`config.mk`:
```
export PLATFORM = sky130hd
export DESIGN_NAME = idu_issue_queue
export DESIGN_NICKNAME = d
export VERILOG_FILES = /design/src/rtl/idu_issue_queue_pkg.sv /design/src/rtl/idu_issue_queue_pair_check.sv /design/src/rtl/idu_issue_queue.sv
export SDC_FILE = /design/constraint.sdc
export NUM_CORES = 2
export LEC_CHECK = 0
export CORE_AREA = 2 2 451 498
export CTS_CLUSTER_DIAMETER = 100
export DETAILED_ROUTE_END_ITERATION = 8
export DIE_AREA = 0 0 453 500
export GPL_TIMING_DRIVEN = 0
export MAX_ROUTING_LAYER = met4
export PLACE_DENSITY = 0.45
export SETUP_SLACK_MARGIN = 0.05
export SLEW_MARGIN = 0
export SYNTH_ARGS = -nofsm -noshare
export SYNTH_HDL_FRONTEND = slang
export SYNTH_HIERARCHICAL = 1
export SYNTH_SLANG_ARGS = --single-unit
```
`constraint.sdc`:
```
create_clock -name clk -period 8.9 [get_ports clk]
set_input_delay 1.335 -clock clk [delete_from_list [all_inputs] [get_ports clk]]
set_output_delay 1.335 -clock clk [all_outputs]
set_load 0.03 [all_outputs]
```
`src/rtl/idu_issue_queue_pkg.sv`:
```
// Package for the ID1->ID2 decoded-instruction issue queue.
// Holds the per-packet sideband layout (register fields and class bits) and
// a helper that extracts one packet's sideband from the 2-wide input buses.
package idu_issue_queue_pkg;

  localparam int unsigned PAYLOAD_W_DEF = 96;
  localparam int unsigned REG_W         = 5;

  // Sideband kept next to the opaque payload of every queue entry
  typedef struct packed {
    logic [REG_W-1:0] rs;
    logic [REG_W-1:0] rt;
    logic             w_reg_ena;
    logic [REG_W-1:0] w_reg_dst;
    logic             is_ls;
    logic             is_ctrl;
  } side_t;

  // k = 0 selects the older packet (low half), k = 1 the younger one
  function automatic side_t slot_side(
    input logic [2*REG_W-1:0] rs,
    input logic [2*REG_W-1:0] rt,
    input logic [1:0]         w_reg_ena,
    input logic [2*REG_W-1:0] w_reg_dst,
    input logic [1:0]         is_ls,
    input logic [1:0]         is_ctrl,
    input logic               k
  );
    side_t s;
    s.rs        = k ? rs[2*REG_W-1:REG_W]        : rs[REG_W-1:0];
    s.rt        = k ? rt[2*REG_W-1:REG_W]        : rt[REG_W-1:0];
    s.w_reg_ena = k ? w_reg_ena[1]               : w_reg_ena[0];
    s.w_reg_dst = k ? w_reg_dst[2*REG_W-1:REG_W] : w_reg_dst[REG_W-1:0];
    s.is_ls     = k ? is_ls[1]                   : is_ls[0];
    s.is_ctrl   = k ? is_ctrl[1]                 : is_ctrl[0];
    return s;
  endfunction

endpackage

```
`src/rtl/idu_issue_queue_pair_check.sv`:
```
// idu_pair_check: decides whether the two oldest packets may issue together.
//   s0      in   master-slot sideband (older packet)
//   s1      in   slave-slot sideband (younger packet)
//   pair_ok out  1 when no RAW, WAW, memory-port or slave-control conflict
module idu_pair_check
  import idu_issue_queue_pkg::*;
(
  input  side_t s0,
  input  side_t s1,
  output logic  pair_ok
);

  logic raw, waw, ls_conflict, ctrl_conflict;

  always_comb begin
    raw           = s0.w_reg_ena && (s0.w_reg_dst != '0) &&
                    ((s0.w_reg_dst == s1.rs) || (s0.w_reg_dst == s1.rt));
    waw           = s0.w_reg_ena && s1.w_reg_ena &&
                    (s0.w_reg_dst == s1.w_reg_dst) && (s0.w_reg_dst != '0);
    ls_conflict   = s0.is_ls && s1.is_ls;
    ctrl_conflict = s1.is_ctrl;
    pair_ok       = !(raw || waw || ls_conflict || ctrl_conflict);
  end

endmodule

```
`src/rtl/idu_issue_queue.sv`:
```
// idu_issue_queue: circular buffer of decoded packets between ID1 and ID2.
//   clk, rst            clock, asynchronous active-high reset
//   flush               drop every queued entry (and any same-cycle push)
//   in_valid/in_*       up to two packets per cycle from ID1, [0] = older
//   in_ready            at least two free entries (from pre-pop occupancy)
//   out_valid/out_*     head (slot0, master) and head+1 (slot1, slave)
//   out_ready           ID2 takes every valid slot this cycle
//   count               occupancy
//   pair_block          master issues alone although two entries are queued
module idu_issue_queue
  import idu_issue_queue_pkg::*;
#(
  parameter int unsigned DEPTH       = 8,
  parameter int unsigned PAYLOAD_W   = PAYLOAD_W_DEF,
  parameter int unsigned ISSUE_WIDTH = 2,
  parameter int unsigned DS_PAIR     = 1
) (
  input  logic                   clk,
  input  logic                   rst,
  input  logic                   flush,
  input  logic [1:0]             in_valid,
  input  logic [2*PAYLOAD_W-1:0] in_payload,
  input  logic [2*REG_W-1:0]     in_rs,
  input  logic [2*REG_W-1:0]     in_rt,
  input  logic [1:0]             in_w_reg_ena,
  input  logic [2*REG_W-1:0]     in_w_reg_dst,
  input  logic [1:0]             in_is_ls,
  input  logic [1:0]             in_is_ctrl,
  output logic                   in_ready,
  output logic [1:0]             out_valid,
  output logic [2*PAYLOAD_W-1:0] out_payload,
  output logic [2*REG_W-1:0]     out_rs,
  output logic [2*REG_W-1:0]     out_rt,
  output logic [1:0]             out_w_reg_ena,
  output logic [2*REG_W-1:0]     out_w_reg_dst,
  output logic [1:0]             out_is_ls,
  output logic [1:0]             out_is_ctrl,
  input  logic                   out_ready,
  output logic [$clog2(DEPTH):0] count,
  output logic                   pair_block
);

  localparam int unsigned PTR_W = $clog2(DEPTH);
  localparam int unsigned CNT_W = PTR_W + 1;

  logic [PAYLOAD_W-1:0] pay_mem  [DEPTH];
  side_t                side_mem [DEPTH];

  logic [PTR_W-1:0] wr_ptr, rd_ptr, wr_ptr_1, rd_ptr_1;
  logic [CNT_W-1:0] count_q;
  side_t            s0, s1, in_s0, in_s1;
  logic             pair_ok, push, has1, has2, slave_ok, ds_hold;
  logic [1:0]       n_push, n_pop;

  assign wr_ptr_1 = wr_ptr + 1'b1;
  assign rd_ptr_1 = rd_ptr + 1'b1;
  assign s0       = side_mem[rd_ptr];
  assign s1       = side_mem[rd_ptr_1];
  assign in_s0    = slot_side(in_rs, in_rt, in_w_reg_ena, in_w_reg_dst, in_is_ls, in_is_ctrl, 1'b0);
  assign in_s1    = slot_side(in_rs, in_rt, in_w_reg_ena, in_w_reg_dst, in_is_ls, in_is_ctrl, 1'b1);

  idu_pair_check u_pair_check (
    .s0      (s0),
    .s1      (s1),
    .pair_ok (pair_ok)
  );

  always_comb begin
    in_ready = (count_q <= CNT_W'(DEPTH - 2));
    push     = in_valid[0] && in_ready;
    has1     = (count_q != '0);
    has2     = (count_q >= CNT_W'(2));
    slave_ok = (ISSUE_WIDTH == 2) && has2 && pair_ok;
    // A control transfer holds until its delay slot can issue beside it.
    // Single-issue builds have no slave slot, so the hold would never release.
    ds_hold  = (ISSUE_WIDTH == 2) && (DS_PAIR != 0) && s0.is_ctrl && !slave_ok;
    out_valid[0] = has1 && !ds_hold;
    out_valid[1] = slave_ok;
    pair_block   = out_valid[0] && !out_valid[1] && has2;
    n_push = push ? (in_valid[1] ? 2'd2 : 2'd1) : 2'd0;
    n_pop  = out_ready ? ({1'b0, out_valid[0]} + {1'b0, out_valid[1]}) : 2'd0;
  end

  always_ff @(posedge clk or posedge rst) begin
    if (rst) begin
      wr_ptr  <= '0;
      rd_ptr  <= '0;
      count_q <= '0;
    end else if (flush) begin
      rd_ptr  <= wr_ptr;
      count_q <= '0;
    end else begin
      wr_ptr  <= wr_ptr + PTR_W'(n_push);
      rd_ptr  <= rd_ptr + PTR_W'(n_pop);
      count_q <= count_q + CNT_W'(n_push) - CNT_W'(n_pop);
    end
  end

  always_ff @(posedge clk) begin
    if (push && !flush) begin
      pay_mem[wr_ptr]  <= in_payload[PAYLOAD_W-1:0];
      side_mem[wr_ptr] <= in_s0;
      if (in_valid[1]) begin
        pay_mem[wr_ptr_1]  <= in_payload[2*PAYLOAD_W-1:PAYLOAD_W];
        side_mem[wr_ptr_1] <= in_s1;
      end
    end
  end

  always_ff @(posedge clk) begin
    if (!rst) begin
      assert (count_q <= CNT_W'(DEPTH));
      if ((DS_PAIR != 0) && (ISSUE_WIDTH == 2) && has2)
        assert (!(s0.is_ctrl && s1.is_ctrl));
    end
  end

  assign count         = count_q;
  assign out_payload   = {pay_mem[rd_ptr_1], pay_mem[rd_ptr]};
  assign out_rs        = {s1.rs, s0.rs};
  assign out_rt        = {s1.rt, s0.rt};
  assign out_w_reg_ena = {s1.w_reg_ena, s0.w_reg_ena};
  assign out_w_reg_dst = {s1.w_reg_dst, s0.w_reg_dst};
  assign out_is_ls     = {s1.is_ls, s0.is_ls};
  assign out_is_ctrl   = {s1.is_ctrl, s0.is_ctrl};

endmodule

```
==> reports/metrics.csv <==
metric,value,unit
violation count after the first detailed-route iteration,2767,
core area,222000,µm²
RSZ-0062 raised after global routing,no,
via count,31900,
status,"finished, final reports clean",
DP Area,62800,µm²
Final min period,8.30,ns
# DRC,0,
Final Hold Fails,0,
Die Y,500,µm
Slew Limit Fails,0,
synth cell count leaders,"mux2_2 (1133), edfxtp_1 (912), mux4_2 (455)",
DR WL/cell,31.5,µm
"area leader, netlist",edfxtp_1,
WP data arrival,6.97,ns
Critical Path RT,7.57,ns
Max Fanout on Critical Path,10,
Most used DFF post-synth,edfxtp_1,
P_leak,20.8,nW
hold slack,0.725,ns
Root Buffer,clkbuf_16,
first-pass GRT wire length,285,mm
Final Net Count,3784,
post-CTS setup buffers,0,
PwrDens,346,nW/µm²
CP Capture Type,primary output,
# clock sinks,922,
P&R area growth vs syn,25.4,%
post-synth top area share,0.518,
Logic pwr share,0.568,
Post-synth EDFFs,912,
sequential element share of the synthesized area,0.523,
max_cap viols,0,
Worst Reg2Reg Path Length in Cells,21,
sequential share of power,0.238,
Starting Density,0.238,
ys async rst share,0.0108,
Post-DP HPWL,143,mm
Yosys cell types,40,
Ys Warns,6,
Ports,470,
port buffer count,468,
hold_buf cts,0,
most common cell in the netlist,mux2_2,
Pint,0.0133,W
PostCTS Resize Cnt,0,
synthesized flop and latch total,922,
path type of the worst min-delay path,reg -> reg,
Post-Syn Nets,3137,
routability cong.,0.742,
clock slew at reported path FFs,0.06,ns
register area,27600,µm²
Area contributors post-synth,"edfxtp_1 (52%), mux2_2 (24%), mux4_2 (19%)",
Post-Synthesis Cells,2887,
final instance area,66300,µm²
Num CTS Buffers,113,
Psw,0.00966,W
Clk pwr share,0.194,
vias in the first global route,33900,
Antenna Nets Post-Route,0,
DR pass1 iterations,5,
Clock Path Buffers,3,
Post-Syn Area,52900,µm²
initial antenna violation count,54,
Tcrit/Tclk final,0.933,
max_slew headroom,0.140,
Setup Skew,0.0351,ns
CP Launch Type,flip-flop,
Worst Tran Pin Value,1.29,ns
setup_tns,0,ns
gr ovfl total,0,
syn avg cell area,18.3,µm²
sw frac,0.421,
Fill cells,21900,
VDD IR-drop max,292,µV
CTS tree,built,
fmax,120,MHz
hold depth,2,
All-Layer GR Usage,0.186,
Worst Setup Path Type,reg -> out,
Die Span X,453,µm
CTS H-tree depth,3,
Finish-stage setup viols,0,
FP Rows,182,
routed wire length,208,mm
die footprint,227000,µm²
share of layout cells above drive strength 1,0.542,
largest net degree at the start of global routing,22,
area of the multi-input gates,24100,µm²
clk_lat worst skew,0.77,ns
drt via density,4.83,
power by group through the flow:
stage                     clock [W]  combinational [W]  sequential [W]
after CTS                   0.00459             0.0134         0.00548
after floorplan                   0            0.00765         0.00561
after global placement            0             0.0131         0.00584
final                       0.00445             0.0130         0.00548
after detailed placement          0             0.0133         0.00557
after global routing        0.00472             0.0137         0.00552
critical path, stage by stage (launching register included):
cell	delay (ns)
dfrtp_1	0.41
buf_2	0.25
buf_4	0.32
buf_2	0.60
clkbuf_1	0.87
mux4_2	0.41
mux2_2	0.36
or4_1	0.53
o21ai_1	0.13
a31oi_1	0.06
a211oi_2	0.48
nand2_1	0.20
o21ai_0	0.24
ha_1	0.22
and2_1	0.15
clkdlybuf4s50_1	0.91
final cells by class:
cell class                      count  share of cell area
Timing Repair Buffer              532              0.0922
Multi-Input combinational cell   1717               0.364
Inverter                           15            0.000849
Tap cell                         2944              0.0555
Buffer                            233              0.0177
Clock inverter                     76             0.00757
Clock buffer                      137              0.0446
Antenna cell                       29             0.00109
Sequential cell                   922               0.417
cells in the final DEF, fill, tap and decap left out, types with 3 or more instances in the layout:
master	Yosys	final
mux2_1	10	10
dfrtp_1	10	10
xnor2_1	9	9
buf_16	0	21
nor2_4	0	3
nand3_1	11	11
nor2b_1	3	3
nand3b_1	5	5
and2_1	3	3
buf_12	0	41
a31oi_1	3	3
buf_1	36	35
buf_4	17	17
o21ai_0	6	6
nor2_1	10	7
ha_1	12	12
clkinv_2	0	23
clkinv_1	0	38
clkdlybuf4s50_1	0	468
nor3_4	0	3
diode_2	0	29
nand2_1	9	9
clkbuf_1	56	73
a21oi_4	0	5
inv_6	0	6
mux2_2	1133	1133
clkbuf_2	0	5
inv_1	15	15
nor3_1	3	3
clkbuf_16	0	115
buf_6	12	12
buf_2	112	113
mux4_2	455	455
xor2_1	13	12
edfxtp_1	912	912
bufinv_16	0	4
fa_1	4	4
metrics by stage:
stage                      util  total power (W)  instances  setup WS (ns)
after CTS                 0.298           0.0234       6576          0.282
after global placement    0.276           0.0189       6299          -9.10
after detailed placement  0.283           0.0189       6363           1.18
after floorplan               -           0.0133       2887          0.936
final                     0.299           0.0230       6605          0.596
after global routing      0.299           0.0239       6598          0.155
metal layers:
metal / vias to the layer above / part of all wire / global-route usage
met5: - / 0 / -
met4: 0 / 0.029 / 0.0540
met3: 250 / 0.044 / 0.0276
met2: 925 / 0.50 / 0.310
met1: 17200 / 0.43 / 0.232
li1: 13500 / - / -
sequential cells by signal, indices dropped and copies added, names as in the netlist:
signal / cells
count: 4
pay_mem: 768
rd_ptr: 3
side_mem: 144
wr_ptr: 3
worst paths after layout:
check / start / endpoint / slack, ns
min: count[0] / count[0] / 0.72
max: rd_ptr[0] / pair_block / 0.60
max reg2reg: rd_ptr[0] / count[3] / 2.20
min in group asynchronous: rst / rd_ptr[1] / 0.87
min reg2reg: count[0] / count[0] / 0.72
max in group asynchronous: rst / rd_ptr[2] / 7.71
logic make-up (layout without fill, tap and decap cells):
kind of cell	after synthesis	in the layout	synth area share
simple gates	61	61	0.00665
compound gates	20	20	0.00232
xor+xnor	22	22	0.00364
flops	922	922	0.523
other cells	0	29	0
mux	1598	1598	0.437
buf+inv	248	993	0.0232
fa+ha+maj	16	16	0.00435
(Power assumes the default switching activity.)
